$ cat src/rtl/watermark_scheduler.sv
// Raster-order watermark embedder: for each pixel, fetch three neighbours and a
// 2-bit watermark, form In = 2*(D3 + 2*(D2+D4)) mod 256 and embed w in its LSBs.
module watermark_scheduler #(
    parameter int IMG_W  = 3,
    parameter int IMG_H  = 3,
    parameter int ADDR_W = 4
) (
    input  logic              clk,
    input  logic              rst_n,
    input  logic              start,
    output logic              pix_rd,
    output logic [ADDR_W-1:0] pix_addr,
    input  logic [7:0]        pix_rdata,
    output logic              wm_rd,
    output logic [ADDR_W-1:0] wm_addr,
    input  logic [1:0]        wm_rdata,
    output logic              out_valid,
    input  logic              out_ready,
    output logic [7:0]        out_mod,
    output logic [7:0]        out_wm,
    output logic [7:0]        out_row,
    output logic [7:0]        out_col,
    output logic              out_last,
    output logic              busy,
    output logic              done
);

    localparam logic [7:0] COL_MAX = 8'(IMG_W - 1);
    localparam logic [7:0] ROW_MAX = 8'(IMG_H - 1);

    typedef enum logic [2:0] {IDLE, RD_D3, RD_D2, RD_D4, CAP, OUT} state_t;

    state_t      state, state_nx;
    logic [7:0]  row, col, col_nx;
    logic [7:0]  d3, d2, d4;
    logic [1:0]  w;
    logic        last_row, last_col, is_last, hs;

    function automatic logic [ADDR_W-1:0] lin_addr(input logic [7:0] r, input logic [7:0] c);
        logic [31:0] t;
        t = 32'(r) * 32'(IMG_W) + 32'(c);
        return t[ADDR_W-1:0];
    endfunction

    // Every step truncates to 8 bits, so overflow wraps rather than saturates.
    function automatic logic [7:0] mod_pix(input logic [7:0] p3, input logic [7:0] p2,
                                           input logic [7:0] p4);
        logic [7:0] a, b, c;
        a = p2 + p4;
        b = {a[6:0], 1'b0};
        c = p3 + b;
        return {c[6:0], 1'b0};
    endfunction

    assign last_row = (row == ROW_MAX);
    assign last_col = (col == COL_MAX);
    assign is_last  = last_row && last_col;
    assign col_nx   = last_col ? 8'd0 : col + 8'd1;
    assign hs       = (state == OUT) && out_ready;

    always_comb begin
        state_nx = state;
        pix_rd   = 1'b0;
        pix_addr = '0;
        wm_rd    = 1'b0;
        wm_addr  = '0;
        case (state)
            IDLE:  if (start) state_nx = RD_D3;
            RD_D3: begin
                pix_rd   = 1'b1;
                pix_addr = lin_addr(row, col_nx);
                wm_rd    = 1'b1;
                wm_addr  = lin_addr(row, col);
                state_nx = RD_D2;
            end
            // Bottom row has no row below: reads suppressed, values forced to 0 on capture.
            RD_D2: begin
                pix_rd   = !last_row;
                pix_addr = lin_addr(row + 8'd1, col);
                state_nx = RD_D4;
            end
            RD_D4: begin
                pix_rd   = !last_row;
                pix_addr = lin_addr(row + 8'd1, col_nx);
                state_nx = CAP;
            end
            CAP:   state_nx = OUT;
            OUT:   if (out_ready) state_nx = is_last ? IDLE : RD_D3;
            default: state_nx = IDLE;
        endcase
    end

    always_ff @(posedge clk or negedge rst_n) begin
        if (!rst_n) begin
            state <= IDLE;
            row   <= '0;
            col   <= '0;
            d3    <= '0;
            d2    <= '0;
            d4    <= '0;
            w     <= '0;
            done  <= 1'b0;
        end else begin
            state <= state_nx;
            done  <= hs && is_last;
            case (state)
                IDLE: if (start) begin
                    row <= '0;
                    col <= '0;
                end
                RD_D2: begin
                    d3 <= pix_rdata;
                    w  <= wm_rdata;
                end
                RD_D4: d2 <= last_row ? 8'd0 : pix_rdata;
                CAP:   d4 <= last_row ? 8'd0 : pix_rdata;
                OUT: if (out_ready && !is_last) begin
                    col <= col_nx;
                    if (last_col) row <= row + 8'd1;
                end
                default: ;
            endcase
        end
    end

    // Result outputs are held at zero outside OUT so reset and idle read as all-zero.
    assign out_valid = (state == OUT);
    assign out_mod   = out_valid ? mod_pix(d3, d2, d4) : 8'd0;
    assign out_wm    = out_valid ? {out_mod[7:2], w} : 8'd0;
    assign out_row   = out_valid ? row : 8'd0;
    assign out_col   = out_valid ? col : 8'd0;
    assign out_last  = out_valid && is_last;
    assign busy      = (state != IDLE);

endmodule

$ cat config.mk
export PLATFORM = sky130hd
export DESIGN_NAME = watermark_scheduler
export DESIGN_NICKNAME = d
export VERILOG_FILES = /design/src/rtl/watermark_scheduler.sv
export SDC_FILE = /design/constraint.sdc
export NUM_CORES = 1
export LEC_CHECK = 0
export BUFFER_PORTS_ARGS = -buffer_cell sky130_fd_sc_hd__buf_2
export CAP_MARGIN = 20
export CORE_ASPECT_RATIO = 0.75
export CORE_MARGIN = 1.5
export CORE_UTILIZATION = 55
export DETAILED_ROUTE_END_ITERATION = 7
export PLACE_DENSITY = 0.81
export SYNTH_ARGS = -nofsm -noshare
export SYNTH_HDL_FRONTEND = slang
export SYNTH_SLANG_ARGS = --single-unit
$ cat constraint.sdc
create_clock -name clk -period 6.4 [get_ports clk]
set_clock_uncertainty 0.2 [all_clocks]
set_input_delay 0.32 -clock clk [delete_from_list [all_inputs] [get_ports clk]]
set_output_delay 0.32 -clock clk [all_outputs]
set_load 0.02 [all_outputs]
Yosys cells after proc, flatten, opt, wreduce, memory -nomap -nowiden. Index checks and enable logic that the tools add are counted.

Add/subtract/negate cells: 8. $mul: 2. Equal/unequal tests: 11. Muxes and demuxes: 20. Reductions and logical operators: 14.

Operators by type and width (count): two-way mux 8 bit (9); one-hot mux 8 bit (2 select lines) (2); one-hot mux 3 bit (6 select lines) (1); adder 4 bit (4); adder 8 x 1 -> 8 bit, second input constant (2); equality test 8 x 2 -> 1 bit, second input constant (2); multiplier 8 x 2 -> 4 bit, second input constant (2); one-hot mux 4 bit (3 select lines) (1); adder 7 bit (1); adder 6 bit (1); equality test 3 x 2 -> 1 bit, second input constant (2); equality test 3 bit, second input constant (2); two-way mux 3 bit (2); two-way mux 6 bit (1); != test 2 x 1 -> 1 bit, second input constant (3); logical AND 1 bit (5); two-way mux 4 bit (1); AND reduction 4 bit (1); equality test 3 x 1 -> 1 bit, second input constant (1); logical NOT 3 bit (1); AND reduction 3 bit (1); nonzero test 3 bit (1); logical NOT 1 bit (2); two-way mux 1 bit (2); other kinds (5) (5).

Flip-flop bits (word level): 41. Input port bits: 14. Output and inout port bits: 46. Word-level logic and storage cells: 63.

Longest topological paths before layout. Gate-level depths: netlist (run 1).

Word-level depth: 6. Depth in mapped cells: 11. Mapped depth without buffers: 11.

Least setup slack after synthesis (run 1). No wires, ideal clock.

Kind: register -> output. Start point: register d2[0]. End point: output out_wm[7]. Data arrival time: 2869 ps. Data required time: 5880 ps. Path slack: 3011 ps. Cell stages (with the launch flop): 12. Path buffers: 1. Cells stage by stage: dfrtp_1 -> ha_1 -> fa_1 -> a21o_1 -> a21oi_1 -> xnor2_1 -> ha_1 -> a21oi_1 -> o21ai_0 -> or2_2 -> mux2i_1 -> buf_4.

Cells in the longest elaborated chain, start to end: 4.

RTL lines: from (decl) (line 35) `logic [7:0] d3, d2, d4;`; from (signal assigned) (line 115) `RD_D4: d2 <= last_row ? 8'd0 : pix_rdata;`; adder 6 bit (line 49) `a = p2 + p4;`; adder 7 bit (line 51) `c = p3 + b;`; two-way mux 8 bit (line 128) `assign out_mod = out_valid ? mod_pix(d3, d2, d4) : 8'd0;`; via out_mod[7] (line 19) `output logic [7:0] out_mod,`; two-way mux 8 bit (line 129) `assign out_wm = out_valid ? {out_mod[7:2], w} : 8'd0;`; to (decl) (line 20) `output logic [7:0] out_wm,`.

The timed path passes the listed nets, and every way through them passes these cells.

Worst setup path after layout (run 1).
Start point: register col[1]. End point: output pix_addr[3].

Cells in the longest elaborated chain, start to end: 4. Elaborated cells between the ends (all ways): 7. Classes of those cells: add/sub: 4; eq/ne: 1; mux: 2.

RTL lines: from (decl) (line 34) `logic [7:0] row, col, col_nx;`; from (signal assigned) (line 118) `col <= col_nx;`; adder 8 x 1 -> 8 bit / equality test 8 x 2 -> 1 bit (equally long branches) (line 58, 56); two-way mux 8 bit (line 58) `assign col_nx = last_col ? 8'd0 : col + 8'd1;`; adder 4 bit (line 41) `t = 32'(r) * 32'(IMG_W) + 32'(c);`; one-hot mux 4 bit (3 select lines) (*) (line 67) `case (state)`; to (decl) (line 12) `output logic [ADDR_W-1:0] pix_addr,`.

Every way passes the cells marked *; elsewhere a longest branch is shown, timed or not.

==> results.md, run 1 <==
- Outcome: completed
- DR vias/cell: 5.58
- Final design utilization: 64.7%
- R2r worst-path depth: 6
- DP Wirelength: 5.15 mm
- N_diodes: 0
- Min-Delay Path Depth: 3
- Grt met1 use: 36.5%
- Critical path type: reg -> out
- Largest net degree at the start of global routing: 42
- Synth top area share: 33.5%
- First-pass GRT wire length: 11.3 mm
- Row count: 23
- H-tree depth: 2
- Total chip power: 1.68 mW
- Final setup viols: 0
- RSZ-0062 raised after global routing: no
- Max Slew Vio Count: 0
- Final Hold Fails: 0
- Syn avg cell area: 8.55 um2
- Cell taking the most area after synthesis: dfrtp_1
- Worst-path clk slew: 0.08 ns
- Ports: 60
- Setup tns final: 0 ns
- Cells after Synth: 358
- DR DRC count: 0
- Synth cell count leaders: nand2_1 (62), dfrtp_1 (41), nor2_1 (29), o21ai_0 (29), ha_1 (26)
- CTS root buffer: clkbuf_8
- Post-synth cell types: 48
- Count leader, synth: nand2_1
- Max Root-Sink Buffers: 2
- TritonCTS Buffers: 5
- Seq/Total Area, Yosys: 33.5%
- Initial antenna violation count: 0
- Fmax: 258 MHz
- Worst skew pair latency: 0.30 ns
- Global-route met3 utilization: 4.89%
- Most Used Layer, Global Route: met2
- Sequential Power Share: 25.9%
- EDFF count, synth: 0
- Mapped Area: 3060 um2
- Share of cells above drive strength 1: 17.3%
- Post-synth top flop: dfrtp_1
- Yosys reg bits: 41
- Die height: 67.6 um
- Max Cap Viol: 0
- Syn_nets: 405
- CTS tree: done
- Routed Antenna Nets: 0
- GR met2 Demand/Resource: 37.3%
- Area of the multi-input gates: 1860 um2
- Total number of yosys warnings: 0
- Critical path peak fanout: 8
- CP Launch Type: register
- Hold WS: 0.00889 ns
- Routability cong.: 0.834
- Detailed Route WL: 6.99 mm
- CTS sink count: 41
- Critical path required time: 5.88 ns
- Die Wd: 89.1 um
- Starting density of the core: 57.2%
- First drt pass iteration count: 7
- Post-route clock period utilization: 60.5%
- Worst Path Arrival: 3.35 ns
- I/O Buffers: 57
- Slew @ Worst Pin: 0.923 ns
- IR drop worst, VDD: 207 uV
- Count of nets after finishing: 450
- Worst slew margin: 38.5%
- Register area: 1030 um2
- Vias in the first global route: 2408
- Clock Power Share: 12.9%
- Routed WL per cell: 14.6 um
- Dominant cells by area after synthesis: dfrtp_1 (34%), ha_1 (11%), nand2_1 (7.6%)
- Post-CTS setup buffers: 0
- Leak Pwr: 1.85 nW
- Initial DRC Count: 244
- GRT Overall Usage: 24.9%
- Sw Pwr: 0.793 mW
- Via Count: 2671
- Power Density: 484 nW/um2
- Worst setup EP type: output port
- Logic pwr share: 61.2%
- GRT Residual Overflow: 0
- Net Sw Frac: 47.3%
- Core box area: 5350 um2
- Area Overhead vs Synth: 13.3%
- # fillers: 481
- Hold Path Class: in -> reg
- Fin crit period: 3.87 ns
- Total internal power: 0.885 mW
- Die ar.: 6020 um2
- FFs w/ async S/R, synth: 100%
state kept, by name (all words and copies together), names as in the netlist:
signal  count
d2          6
d3          7
row         8
col         8
state       3
done        1
d4          6
w           2
per-stage QoR:
step           cell area [um2]  std cells  setup WS (ns)
3_5_place_dp              3340        470           2.88
2_1_floorplan             3060        358           3.01
3_3_place_gp              3340        470           2.92
6_report                  3460        479           2.53
5_1_grt                   3460        479           2.27
4_1_cts                   3460        479           2.54
what timing repair did:
action	in CTS	in global routing
hold endpoints to repair	41	0
gates resized for setup	0	0
setup endpoints to repair	0	0
hold buffers	1	0
metal layers:
metal / vias to the layer above / routed length, um
met4: 0 / 93
met1: 1281 / 3390
li1: 1280 / -
met3: 9 / 459
met2: 101 / 3050
met5: - / 0
cell type report:
type | count | share of cell area [%]
clock buffer | 7 | 2.49
clock inverter | 1 | 0.867
inverter | 18 | 1.95
multi-input combinational | 278 | 53.6
sequential | 41 | 29.6
tap | 75 | 2.71
timing repair buffer | 59 | 8.74
cells by family (layout without fill, tap and decap cells):
logic type,count (synthesis),count (layout),synth area share [%]
multiplexers,3,3,1.02
XOR/XNOR,28,28,8.47
buffers and inverters,39,85,5.73
adder cells (fa/ha/maj),33,33,15.2
other,1,1,0.123
AND/OR/NAND/NOR,142,142,21.8
AO/OA/AOI/OAI,71,71,14.2
flip-flops,41,41,33.5
path summary, 6_finish.rpt:
kind / from / endpoint / slack, ns
worst max-delay path: col[1] / pix_addr[3] / 2.53
worst min-delay path: pix_rdata[6] / d3[6] / 0.009
worst max register to register: col[1] / row[7] / 3.50
worst min register to register: d3[0] / d3[0] / 0.28
max in group asynchronous: rst_n / col[2] / 4.92
min in group asynchronous: rst_n / row[0] / 0.49
power by group through the flow:
stage | logic [mW] | clock network [mW] | registers [mW]
after global placement | 0.975 | 0 | 0.435
after detailed placement | 1.01 | 0 | 0.440
final | 1.03 | 0.216 | 0.435
after floorplan | 0.826 | 0 | 0.401
after global routing | 1.15 | 0.229 | 0.449
after CTS | 1.02 | 0.222 | 0.434
cells in the final DEF, fill, tap and decap left out, types with 16 or more instances in the layout:
master	count
xnor2_1	19
nand2_1	62
buf_2	57
a21oi_1	16
ha_1	26
dfrtp_1	41
inv_1	18
nor2_1	29
and2_1	17
o21ai_0	29
worst max-delay path, stage by stage (launching register included):
cell and delay (ns):
dfrtp_1 0.54, ha_1 0.21, or4b_1 0.46, nor2_1 0.43
nor2_1 0.16, ha_1 0.33, a21o_1 0.18, a21oi_1 0.17
xnor2_1 0.15, xnor2_1 0.08, o22ai_1 0.16, buf_2 0.20
Note: power is estimated with default switching activity, not from simulation.
==> inputs of run 2 (changes only) <==
- clock period: 6.4 -> 3.8 ns (I/O delays scaled with it)
==> run 2 against run 1 <==
Design area is 4.0% higher. Non-clock buffer count is 12 higher. Largest cell class unchanged. Power is 73% higher. Critical endpoint unchanged. Highest routed layer unchanged. Hold slack better by 0.071 ns. Clock-buffer cell count is 2 lower. Die area stayed put. Global-route usage is 0.065 points higher. Via count is 0.97% lower. Utilization is 2.6 points higher.
==> results.md, run 2 (synthesis results as in run 1) <==
- Ports: 60 (unchanged)
- Die Wd: 89.1 um (unchanged)
- Slew @ Worst Pin: 0.934 ns (+0.0110 ns)
- Hold Path Class: in -> reg
- R2r worst-path depth: 6 (unchanged)
- Fin crit period: 3.52 ns
- Critical Path Max Stage Delay: 0.48 ns (-0.06 ns)
- DP Wirelength: 5.21 mm (+1.1%)
- Via Count: 2645 (-0.97%)
- End of the worst register-to-register path: row[7]
- Worst path cell trace: inv_1 > ha_1 > inv_1 > fa_1 > mux2_2 > ha_1 > a21oi_1 > xnor2_1 > xnor2_1 > o22ai_1 > buf_2
- CP max stage cell: fa_1
- Instance area at placement: 3350 um2 (+0.45%)
- Critical path required time: 3.41 ns (-2.47 ns)
- Min-Delay Path Depth: 3 (unchanged)
- I/O Buffers: 57 (unchanged)
- GRT Overall Usage: 24.9% (+0.065 points)
- Count of nets after finishing: 462 (+2.7%)
- Critical path type: reg -> out
- # fillers: 460 (-4.4%)
- Worst slew margin: 37.7% (-0.73 points)
- GRT Residual Overflow: 0 (unchanged)
- Setup tns final: 0 ns (unchanged)
- Max Slew Vio Count: 0 (unchanged)
- Largest regs: col x8, row x8, d3 x7
- CTS sink count: 41 (unchanged)
- IR drop worst, VDD: 329 uV (+59%)
- Core box area: 5350 um2 (unchanged)
- DR vias/cell: 5.39 (-3.4%)
- Fmax: 284 MHz
- Starting density of the core: 57.2% (unchanged)
- First drt pass iteration count: 4 (-3)
- Routed WL per cell: 14.5 um (-0.38%)
- R2r setup slk: 0.85 ns (-2.65 ns)
- TritonCTS Buffers: 5 (unchanged)
- Worst Path Arrival: 3.13 ns (-0.22 ns)
- RSZ-0062 raised after global routing: no
- CTS tree: done
- Max Cap Viol: 0 (unchanged)
- Critical path peak fanout: 9 (+1)
- Most frequent cells in the layout: nand2_1 (62), buf_2 (57), dfrtp_1 (39), nor2_1 (29), o21ai_0 (29)
- Reg2reg start: col[1]
- H-tree depth: 2 (unchanged)
- Leak Pwr: 1.91 nW (+3.0%)
- Hold WS: 0.0803 ns (+0.0714 ns)
- Detailed Route WL: 7.14 mm (+2.1%)
- Power Density: 806 nW/um2 (+66%)
- CP Buf/Inv Count: 3 (+2)
- Initial DRC Count: 164 (-33%)
- Largest net degree at the start of global routing: 42 (unchanged)
- N_diodes: 0 (unchanged)
- Worst hold endpoint: state[0]
- Post-Layout Inst Area: 3600 um2 (+4.0%)
- Die height: 67.6 um (unchanged)
- CTS root buffer: clkbuf_8
- Outcome: completed
- Share of cells above drive strength 1: 18.3% (+0.94 points)
- Most common cell after layout, fill and taps aside: nand2_1
- Routability cong.: 0.841 (+0.79%)
- Area Overhead vs Synth: 17.8%
- Post-CTS setup buffers: 0 (unchanged)
- Final setup viols: 0 (unchanged)
- Max Root-Sink Buffers: 2 (unchanged)
- Vias in the first global route: 2441 (+1.4%)
- Die ar.: 6020 um2 (unchanged)
- First-pass GRT wire length: 11.4 mm (+1.3%)
- Worst setup EP type: output port
- CP Launch Type: register
- Critical path's top delay family: adder cells
- Post-route clock period utilization: 92.7%
- Worst skew pair latency: 0.29 ns (about the same)
- Hold path start: start
- Final Hold Fails: 0 (unchanged)
- Row count: 23 (unchanged)
- DR DRC count: 0 (unchanged)
- Worst-path clk slew: 0.08 ns (about the same)
- Routed Antenna Nets: 0 (unchanged)
- Initial antenna violation count: 0 (unchanged)
==> run 2: cell count changes in the layout (fill, tap and decap cells not counted) <==
| cell | change |
|---|---|
| bufinv_16 | +1 |
| ha_2 | +1 |
| clkbuf_1 | -1 |
| dfrtp_2 | +2 |
| dfrtp_1 | -2 |
| ha_1 | -1 |
| buf_4 | +2 |
| clkinv_2 | +1 |
| dlygate4sd3_1 | +10 |
| clkbuf_8 | -1 |
==> run 2: worst min-delay path: stages <==
cell      delay, ns
buf_2          0.13
nor3_1         0.14
a221oi_1       0.07
==> run 2: metal layers <==
layer | wire (um) | vias up | global-route usage (%)
li1 | - | 1305 | -
met1 | 3500 | 1244 | 37.0
met2 | 3210 | 90 | 37.0
met3 | 373 | 6 | 6.23
met4 | 52 | 0 | 4.81
met5 | 0 | - | 0
==> run 2: repair_timing <==
action	CTS	global route
resized for setup	0	3
hold buffers	11	0
setup endpoints to repair	0	1
hold endpoints to repair	61	0
==> run 2: where the power goes <==
group          total, mW  switching [mW]  internal (mW)
clock network      0.418           0.157          0.261
logic               1.75            1.04          0.714
registers          0.735           0.155          0.579
total               2.90            1.35           1.55
==> run 2: how the worst max path moves through the flow <==
stage / start / end / slack (ns) / depth (start not counted)
after floorplan: d2[0] / out_wm[7] / 0.54 / 11
after global placement: row[1] / pix_addr[3] / 0.49 / 10
after detailed placement: row[1] / pix_addr[3] / 0.48 / 10
after CTS: row[1] / pix_addr[3] / 0.13 / 10
after global routing: col[1] / pix_addr[3] / 0.08 / 11
final: row[0] / pix_addr[3] / 0.28 / 11
==> run 2: area by class of cell <==
class	count	area (um2)	share of cell area (%)
well taps	75	93.8	2.61
multi-input cells	278	1860	51.6
flip-flops and latches	41	1030	28.6
clock inverters	3	65.1	1.81
inverters	18	67.6	1.88
repair buffers	71	418	11.6
clock buffers	5	68.8	1.91
==> run 2: per-stage QoR <==
step                      worst slack (ns)  util (%)  power, mW  cells
after floorplan                      0.541         -       2.07    358
after global placement               0.491      62.6       2.39    472
after detailed placement             0.478      62.6       2.47    472
after CTS                            0.135      67.2       2.91    491
after global routing                0.0801      67.3       3.15    491
final                                0.279      67.3       2.90    491
